`src/rtl/airlock_sequencer_pkg.sv`:
```
// rtl/airlock_sequencer_pkg.sv - shared types and constants for the airlock sequencer
package airlock_pkg;

    localparam int PRESS_W = 8;
    localparam logic [PRESS_W-1:0] PRESS_MAX_DEF = 8'hFF;
    localparam logic [PRESS_W-1:0] PRESS_MIN_DEF = 8'h00;

    typedef enum logic [2:0] {
        IDLE,
        PUMP1,
        OPEN1,
        PUMP2,
        OPEN2,
        FAULT
    } state_t;

    typedef enum logic {
        REQ_ENTER,
        REQ_EXIT
    } req_t;

    // Enter depressurizes first, exit pressurizes first; the second leg is the opposite.
    function automatic logic leg_pressurizes(req_t owner, logic second_leg);
        return (owner == REQ_EXIT) ^ second_leg;
    endfunction

endpackage

```
`src/rtl/airlock_sequencer_if.sv`:
```
// rtl/airlock_sequencer_if.sv - door request / pressure datapath signal bundle
interface airlock_sequencer_if;

    logic [airlock_pkg::PRESS_W-1:0] pressure;
    logic req_enter;
    logic req_exit;
    logic start_press;
    logic start_depress;
    logic outer_open;
    logic inner_open;
    logic grant_enter;
    logic grant_exit;
    logic busy;
    logic done;
    logic fault;

    modport master (
        output pressure, req_enter, req_exit,
        input  start_press, start_depress, outer_open, inner_open,
        input  grant_enter, grant_exit, busy, done, fault
    );

    modport slave (
        input  pressure, req_enter, req_exit,
        output start_press, start_depress, outer_open, inner_open,
        output grant_enter, grant_exit, busy, done, fault
    );

endinterface

```
`src/rtl/airlock_sequencer_door_timer.sv`:
```
// rtl/airlock_sequencer_door_timer.sv - load/count-down hold counter with expired flag
module door_timer #(
    parameter int W = 8
) (
    input  logic         clock,
    input  logic         reset,
    input  logic         i_load,
    input  logic [W-1:0] i_load_val,
    input  logic         i_count,
    output logic         o_expired
);

    logic [W-1:0] r_count;

    always_ff @(posedge clock) begin
        if (reset) begin
            r_count <= '0;
        end else if (i_load) begin
            r_count <= i_load_val;
        end else if (i_count && (r_count != '0)) begin
            r_count <= r_count - 1'b1;
        end
    end

    assign o_expired = (r_count == '0);

endmodule

```
`src/rtl/airlock_sequencer.sv`:
```
// rtl/airlock_sequencer.sv - airlock door/pump sequencer; optional pump watchdog via AIRLOCK_WATCHDOG_EN
module airlock_sequencer
    import airlock_pkg::*;
#(
    parameter logic [PRESS_W-1:0] PRESS_MAX   = PRESS_MAX_DEF,
    parameter logic [PRESS_W-1:0] PRESS_MIN   = PRESS_MIN_DEF,
    parameter int unsigned        DOOR_CYCLES = 4
`ifdef AIRLOCK_WATCHDOG_EN
    ,
    parameter int unsigned        TIMEOUT_CYCLES = 4096
`endif
) (
    input  logic               clock,
    input  logic               reset,
    airlock_sequencer_if.slave bus
);

    localparam logic [7:0] DOOR_LOAD = 8'(DOOR_CYCLES - 1);

    state_t r_state, w_next_state;
    req_t   r_owner, w_next_owner, r_last_grant, w_next_last;
    logic   w_cur_second, w_at_target, w_in_pump, w_in_open;
    logic   w_next_second, w_next_press, w_next_pump, w_next_open;
    logic   w_door_load, w_door_expired, w_wd_trip;
    logic   r_start_press, r_start_depress, r_outer_open, r_inner_open;
    logic   r_grant_enter, r_grant_exit, r_busy, r_done;

    function automatic logic leg_at_target(logic [PRESS_W-1:0] p, req_t owner, logic second);
        return p == (leg_pressurizes(owner, second) ? PRESS_MAX : PRESS_MIN);
    endfunction

    assign w_cur_second = (r_state == PUMP2) || (r_state == OPEN2);
    assign w_in_pump    = (r_state == PUMP1) || (r_state == PUMP2);
    assign w_in_open    = (r_state == OPEN1) || (r_state == OPEN2);
    assign w_at_target  = leg_at_target(bus.pressure, r_owner, w_cur_second);

    always_comb begin
        w_next_state = r_state;
        w_next_owner = r_owner;
        w_next_last  = r_last_grant;
        case (r_state)
            IDLE: begin
                if (bus.req_enter || bus.req_exit) begin
                    // Simultaneous requests alternate with the previous winner.
                    if (bus.req_enter && bus.req_exit)
                        w_next_owner = (r_last_grant == REQ_ENTER) ? REQ_EXIT : REQ_ENTER;
                    else
                        w_next_owner = bus.req_exit ? REQ_EXIT : REQ_ENTER;
                    w_next_last  = w_next_owner;
                    w_next_state = leg_at_target(bus.pressure, w_next_owner, 1'b0) ? OPEN1 : PUMP1;
                end
            end
            PUMP1: begin
                if (w_at_target)    w_next_state = OPEN1;
                else if (w_wd_trip) w_next_state = FAULT;
            end
            OPEN1: begin
                if (!w_at_target)
                    w_next_state = PUMP1;
                else if (w_door_expired)
                    w_next_state = leg_at_target(bus.pressure, r_owner, 1'b1) ? OPEN2 : PUMP2;
            end
            PUMP2: begin
                if (w_at_target)    w_next_state = OPEN2;
                else if (w_wd_trip) w_next_state = FAULT;
            end
            OPEN2: begin
                if (!w_at_target)        w_next_state = PUMP2;
                else if (w_door_expired) w_next_state = IDLE;
            end
            FAULT:   w_next_state = FAULT;
            default: w_next_state = IDLE;
        endcase
        w_next_second = (w_next_state == PUMP2) || (w_next_state == OPEN2);
        w_next_press  = leg_pressurizes(w_next_owner, w_next_second);
        w_next_pump   = (w_next_state == PUMP1) || (w_next_state == PUMP2);
        w_next_open   = (w_next_state == OPEN1) || (w_next_state == OPEN2);
        w_door_load   = w_next_open && (w_next_state != r_state);
    end

    door_timer #(.W(8)) u_door_timer (
        .clock      (clock),
        .reset      (reset),
        .i_load     (w_door_load),
        .i_load_val (DOOR_LOAD),
        .i_count    (w_in_open),
        .o_expired  (w_door_expired)
    );

`ifdef AIRLOCK_WATCHDOG_EN
    localparam logic [12:0] WD_LOAD = 13'(TIMEOUT_CYCLES - 1);
    logic w_wd_expired;
    logic r_fault;

    door_timer #(.W(13)) u_watchdog (
        .clock      (clock),
        .reset      (reset),
        .i_load     (w_next_pump && (w_next_state != r_state)),
        .i_load_val (WD_LOAD),
        .i_count    (w_in_pump),
        .o_expired  (w_wd_expired)
    );

    assign w_wd_trip = w_wd_expired && w_in_pump;

    always_ff @(posedge clock) begin
        if (reset) r_fault <= 1'b0;
        else       r_fault <= (w_next_state == FAULT);
    end

    assign bus.fault = r_fault;
`else
    assign w_wd_trip = 1'b0;
    assign bus.fault = 1'b0;
`endif

    always_ff @(posedge clock) begin
        if (reset) begin
            r_state         <= IDLE;
            r_owner         <= REQ_ENTER;
            r_last_grant    <= REQ_ENTER;
            r_start_press   <= 1'b0;
            r_start_depress <= 1'b0;
            r_outer_open    <= 1'b0;
            r_inner_open    <= 1'b0;
            r_grant_enter   <= 1'b0;
            r_grant_exit    <= 1'b0;
            r_busy          <= 1'b0;
            r_done          <= 1'b0;
        end else begin
            r_state         <= w_next_state;
            r_owner         <= w_next_owner;
            r_last_grant    <= w_next_last;
            r_start_press   <= w_next_pump && w_next_press;
            r_start_depress <= w_next_pump && !w_next_press;
            r_inner_open    <= w_next_open && w_next_press;
            r_outer_open    <= w_next_open && !w_next_press;
            r_grant_enter   <= (w_next_pump || w_next_open) && (w_next_owner == REQ_ENTER);
            r_grant_exit    <= (w_next_pump || w_next_open) && (w_next_owner == REQ_EXIT);
            r_busy          <= (w_next_state != IDLE);
            r_done          <= (r_state == OPEN2) && (w_next_state == IDLE);
        end
    end

    assign bus.start_press   = r_start_press;
    assign bus.start_depress = r_start_depress;
    assign bus.outer_open    = r_outer_open;
    assign bus.inner_open    = r_inner_open;
    assign bus.grant_enter   = r_grant_enter;
    assign bus.grant_exit    = r_grant_exit;
    assign bus.busy          = r_busy;
    assign bus.done          = r_done;

endmodule

```
`src/flat_wrapper.sv`:
```
// flat-port wrapper written by rule: the top's interface ports become plain ports
module airlock_sequencer_flat import airlock_pkg::*;
#(
    parameter logic [PRESS_W-1:0] PRESS_MAX   = PRESS_MAX_DEF,
    parameter logic [PRESS_W-1:0] PRESS_MIN   = PRESS_MIN_DEF,
    parameter int unsigned        DOOR_CYCLES = 4

)
  (clock, reset, bus_pressure, bus_req_enter, bus_req_exit, bus_start_press, bus_start_depress, bus_outer_open, bus_inner_open, bus_grant_enter, bus_grant_exit, bus_busy, bus_done, bus_fault);
  airlock_sequencer_if bus_i ();
  input  logic clock;
  input  logic reset;
  input wire logic [$bits(bus_i.pressure)-1:0] bus_pressure;
  input wire logic [$bits(bus_i.req_enter)-1:0] bus_req_enter;
  input wire logic [$bits(bus_i.req_exit)-1:0] bus_req_exit;
  output wire logic [$bits(bus_i.start_press)-1:0] bus_start_press;
  output wire logic [$bits(bus_i.start_depress)-1:0] bus_start_depress;
  output wire logic [$bits(bus_i.outer_open)-1:0] bus_outer_open;
  output wire logic [$bits(bus_i.inner_open)-1:0] bus_inner_open;
  output wire logic [$bits(bus_i.grant_enter)-1:0] bus_grant_enter;
  output wire logic [$bits(bus_i.grant_exit)-1:0] bus_grant_exit;
  output wire logic [$bits(bus_i.busy)-1:0] bus_busy;
  output wire logic [$bits(bus_i.done)-1:0] bus_done;
  output wire logic [$bits(bus_i.fault)-1:0] bus_fault;
  assign bus_i.pressure = bus_pressure;
  assign bus_i.req_enter = bus_req_enter;
  assign bus_i.req_exit = bus_req_exit;
  assign bus_start_press = bus_i.start_press;
  assign bus_start_depress = bus_i.start_depress;
  assign bus_outer_open = bus_i.outer_open;
  assign bus_inner_open = bus_i.inner_open;
  assign bus_grant_enter = bus_i.grant_enter;
  assign bus_grant_exit = bus_i.grant_exit;
  assign bus_busy = bus_i.busy;
  assign bus_done = bus_i.done;
  assign bus_fault = bus_i.fault;
  airlock_sequencer #(.PRESS_MAX(PRESS_MAX), .PRESS_MIN(PRESS_MIN), .DOOR_CYCLES(DOOR_CYCLES)) u_core (.clock(clock), .reset(reset), .bus(bus_i));
endmodule
```
`config.mk`:
```
export PLATFORM = sky130hd
export DESIGN_NAME = airlock_sequencer_flat
export DESIGN_NICKNAME = d
export VERILOG_FILES = /design/src/rtl/airlock_sequencer_pkg.sv /design/src/rtl/airlock_sequencer_if.sv /design/src/rtl/airlock_sequencer_door_timer.sv /design/src/rtl/airlock_sequencer.sv /design/src/flat_wrapper.sv
export SDC_FILE = /design/constraint.sdc
export NUM_CORES = 1
export LEC_CHECK = 0
export BUFFER_PORTS_ARGS = -buffer_cell sky130_fd_sc_hd__buf_4
export CAP_MARGIN = 20
export CORE_AREA = 5 5 77 79
export CTS_BUF_LIST = sky130_fd_sc_hd__clkbuf_16
export DETAILED_ROUTE_END_ITERATION = 10
export DIE_AREA = 0 0 82 84
export PLACE_DENSITY = 0.49
export SLEW_MARGIN = 20
export SYNTH_ARGS = -nofsm -noshare
export SYNTH_HDL_FRONTEND = slang
export SYNTH_HIERARCHICAL = 1
export SYNTH_SLANG_ARGS = --single-unit
```
`constraint.sdc`:
```
create_clock -name clock -period 4 [get_ports clock]
set_clock_uncertainty 0.2 [all_clocks]
set_input_delay 0.8 -clock clock [delete_from_list [all_inputs] [get_ports clock]]
set_output_delay 0.8 -clock clock [all_outputs]
set_load 0.1 [all_outputs]
```
==> results.json <==
{
  "drive_above_1_share_pct": 22.55,
  "drc": 0,
  "r2r_cells": 12,
  "hold_violations": 0,
  "tightest_slew_ns": 0.6449,
  "cts_tree": "built",
  "path_class": "reg2reg",
  "ys_seq_area_share_pct": 28.40,
  "gr-usage-all-layers_pct": 10.94,
  "cp-end-kind": "register",
  "post_cts_buffers": 0,
  "antenna_found_initial": 0,
  "ios": 21,
  "startpoint": "u_core/u_door_timer/r_count[2]",
  "syn_avg_cell_area_um2": 8.223,
  "grt_overflow_total": 0,
  "fp.dieW_um": 82,
  "hp-class": "reg2reg",
  "final_min_period_over_clock_period_pct": 89.32,
  "p_per_area_nw_per_um2": 295.2,
  "report.power.total_mw": 0.5311,
  "start_util_pct": 28.09,
  "r2r_end": "u_core/u_door_timer/r_count[2]",
  "crit_chain": "or4_4 -> nor4_1 -> buf_4 -> nor4b_1 -> o21ai_0 -> o311ai_0 -> and2_1 -> nor4b_2 -> a311oi_1 -> buf_4 -> or3_2 -> a21oi_1",
  "cp_max_fo": 9,
  "cts-root-buf": "clkbuf_16",
  "r2r_start": "u_core/u_door_timer/r_count[2]",
  "syn2layout_area_growth_pct": 21.56,
  "clock_sinks": 21,
  "io_buffers": 19,
  "crit_slowest_cell": "or4_4",
  "cts_hold_buffers": 0,
  "wl_per_cell_um": 13.06,
  "dpl.hpwl_um": 2751,
  "regArea_um2": 420.4,
  "cts.clk_slew.worst_paths_ns": 0.06,
  "routed_wirelength_um": 3605,
  "timing.setup.tns_ns": 0,
  "die_height_um": 84,
  "grt_pass1_vias": 1317,
  "dp_slack_ns": 0.2372,
  "max-cap-violations": 0,
  "p_sw_share_pct": 28.55,
  "async_flop_share_pct": 0,
  "yosysUniqueCellTypes": 62,
  "die_area_um2": 6888,
  "cp.required_ns": 3.98,
  "syn_inst": 180,
  "min_period_ns": 3.573,
  "ir_drop_mv": 0.2218,
  "synth_seq_cells": 21,
  "yosysWarnings": 6,
  "via_per_inst": 5.167,
  "htree_levels": 1,
  "crit_arrival_ns": 3.55,
  "p_seq_share_pct": 42.3,
  "clockBufferDepth": 2,
  "relSlewSlack_pct": 57.01,
  "slowest_delay_ns": 0.60,
  "max_freq_mhz": 279.9,
  "firstDrtPassIters": 4,
  "drv_slew": 0,
  "insertion_delay_ns": 0.25,
  "detail-route-antenna-nets": 0,
  "hold_slack_ns": 0.2986,
  "gp_congestion": 0.8744,
  "synth_ff_type": "dfxtp_1",
  "n_fill_cell": 594,
  "multiInputGateArea_um2": 1015,
  "outcome": "completed",
  "cts_buffers": 3,
  "placementRows": 27,
  "clkPwrFrac_pct": 38.6,
  "p_switching_mw": 0.1516,
  "finalSetupViolations": 0,
  "antenna_cells": 0,
  "synth_edf_count": 0,
  "p_int_mw": 0.3794,
  "ctsResizeCount": 0,
  "leakagePower_nw": 0.6679,
  "fin_ws_ns": 0.4272,
  "r2r_slack_ns": 0.43,
  "crit_top_cell": "buf_4",
  "rsz0062_at_grt": "no",
  "drtIter0Drc": 77,
  "grt_start_max_net_pins": 22,
  "crit_end": "u_core/u_door_timer/r_count[2]",
  "core_um2": 5270,
  "start_kind": "register",
  "nets": 219,
  "netlist_area_um2": 1480,
  "dr_total_vias": 1426,
  "p_comb_share_pct": 19.1,
  "grt_pass1_wl_um": 6120
}
sequential cells by signal (all words and copies together) (netlist names):
signal,flops
u_core/r_last_grant,1
u_core/bus.inner_open,1
u_core/r_owner,1
u_core/bus.grant_enter,1
u_core/bus.busy,1
u_core/r_state,3
u_core/bus.outer_open,1
u_core/bus.start_press,1
u_core/bus.grant_exit,1
u_core/bus.done,1
u_core/bus.start_depress,1
u_core/u_door_timer/r_count,8
critical path, delay by kind of cell (launching register included):
family | cells | cell delay [ns]
buffers and inverters | 2 | 0.40
AND/OR/NAND/NOR | 6 | 1.91
flip-flops | 1 | 0.35
AO/OA/AOI/OAI | 4 | 0.65
layout make-up:
| type | count | share of cell area, % |
|---|---|---|
| tap | 72 | 5.007 |
| timing repair buffer | 22 | 9.179 |
| sequential | 21 | 23.37 |
| multi-input combinational | 149 | 56.40 |
| clock inverter | 1 | 0.2086 |
| inverter | 8 | 1.669 |
| clock buffer | 3 | 4.172 |
cell usage after synthesis (2+ instances only):
cell type / number / area share [%]
dfxtp_1: 21 / 28
nor2_1: 21 / 5.3
a21oi_1: 12 / 4.1
nor3_1: 9 / 3.0
nand2_1: 8 / 2.0
o21ai_0: 8 / 2.7
inv_1: 7 / 1.8
nand3_1: 6 / 2.0
a211oi_1: 4 / 2.0
a311oi_1: 4 / 2.4
o211ai_1: 4 / 2.0
a211o_1: 3 / 1.8
buf_1: 3 / 0.76
buf_2: 3 / 1.0
nand2b_1: 3 / 1.3
nor3b_1: 3 / 1.5
or4_1: 3 / 1.5
xnor2_1: 3 / 1.8
and2_1: 2 / 0.85
clkbuf_1: 2 / 0.51
conb_1: 2 / 0.51
ha_1: 2 / 1.7
nor4_2: 2 / 1.7
o21a_1: 2 / 1.0
o31ai_1: 2 / 1.0
or3_2: 2 / 1.0
or3b_2: 2 / 1.2
or4_2: 2 / 1.2
or4_4: 2 / 1.5
routing by layer:
metal  track usage, %  wire length, um  vias up
met2            18.88             1855       30
met5                0                0        -
met1            13.60             1598      665
li1                 -                -      727
met4            2.115               33        0
met3            2.592              118        4
stage by stage:
| stage | utilization [%] | cells | cell area (um^2) |
|---|---|---|---|
| 4_1_cts | 34.14 | 276 | 1799 |
| 2_1_floorplan | - | 187 | 1506 |
| 3_5_place_dp | 32.64 | 272 | 1720 |
| 3_3_place_gp | 32.64 | 272 | 1720 |
| 6_report | 34.14 | 276 | 1799 |
| 5_1_grt | 34.14 | 276 | 1799 |
cell usage in the layout (no fill, tap or decap), types with 3 or more instances in the layout:
master / instances
nand3_1: 6
conb_1: 9
inv_1: 8
clkbuf_16: 3
nand2b_1: 3
nand2_1: 8
buf_4: 22
a21oi_1: 12
o21ai_0: 8
nor3b_1: 3
nor3_1: 9
a211oi_1: 4
a211o_1: 3
dfxtp_1: 21
a311oi_1: 4
o211ai_1: 4
xnor2_1: 3
or4_1: 3
nor2_1: 21
how the worst min path moves through the flow:
stage	cells after the start	from	to
after detailed placement	1	u_core/r_last_grant	u_core/r_last_grant
after CTS	1	u_core/r_last_grant	u_core/r_last_grant
after global routing	2	u_core/u_door_timer/r_count[5]	u_core/u_door_timer/r_count[5]
after global placement	1	u_core/r_last_grant	u_core/r_last_grant
after floorplan	1	u_core/r_last_grant	u_core/r_last_grant
final	1	u_core/r_last_grant	u_core/r_last_grant
power by group through the flow:
stage | registers (mW) | clock network [mW] | logic (mW)
4_1_cts | 0.225 | 0.214 | 0.101
3_3_place_gp | 0.229 | 0 | 0.101
5_1_grt | 0.226 | 0.226 | 0.109
3_5_place_dp | 0.229 | 0 | 0.101
2_1_floorplan | 0.260 | 0 | 0.0433
6_report | 0.225 | 0.205 | 0.101
logic make-up after synthesis:
kind of cell               count (synthesis)  share of synthesized area, %
adders and majority gates                  2                         1.690
DFF                                       21                         28.40
AOI/OAI and AO/OA                         54                         28.57
other                                      2                        0.5074
xor gates and xnor gates                   3                         1.775
and+or+nand+nor                           80                         33.56
muxes                                      1                        0.6763
buffers and inverters                     17                         4.818
Power figures use the tool's default switching activity.
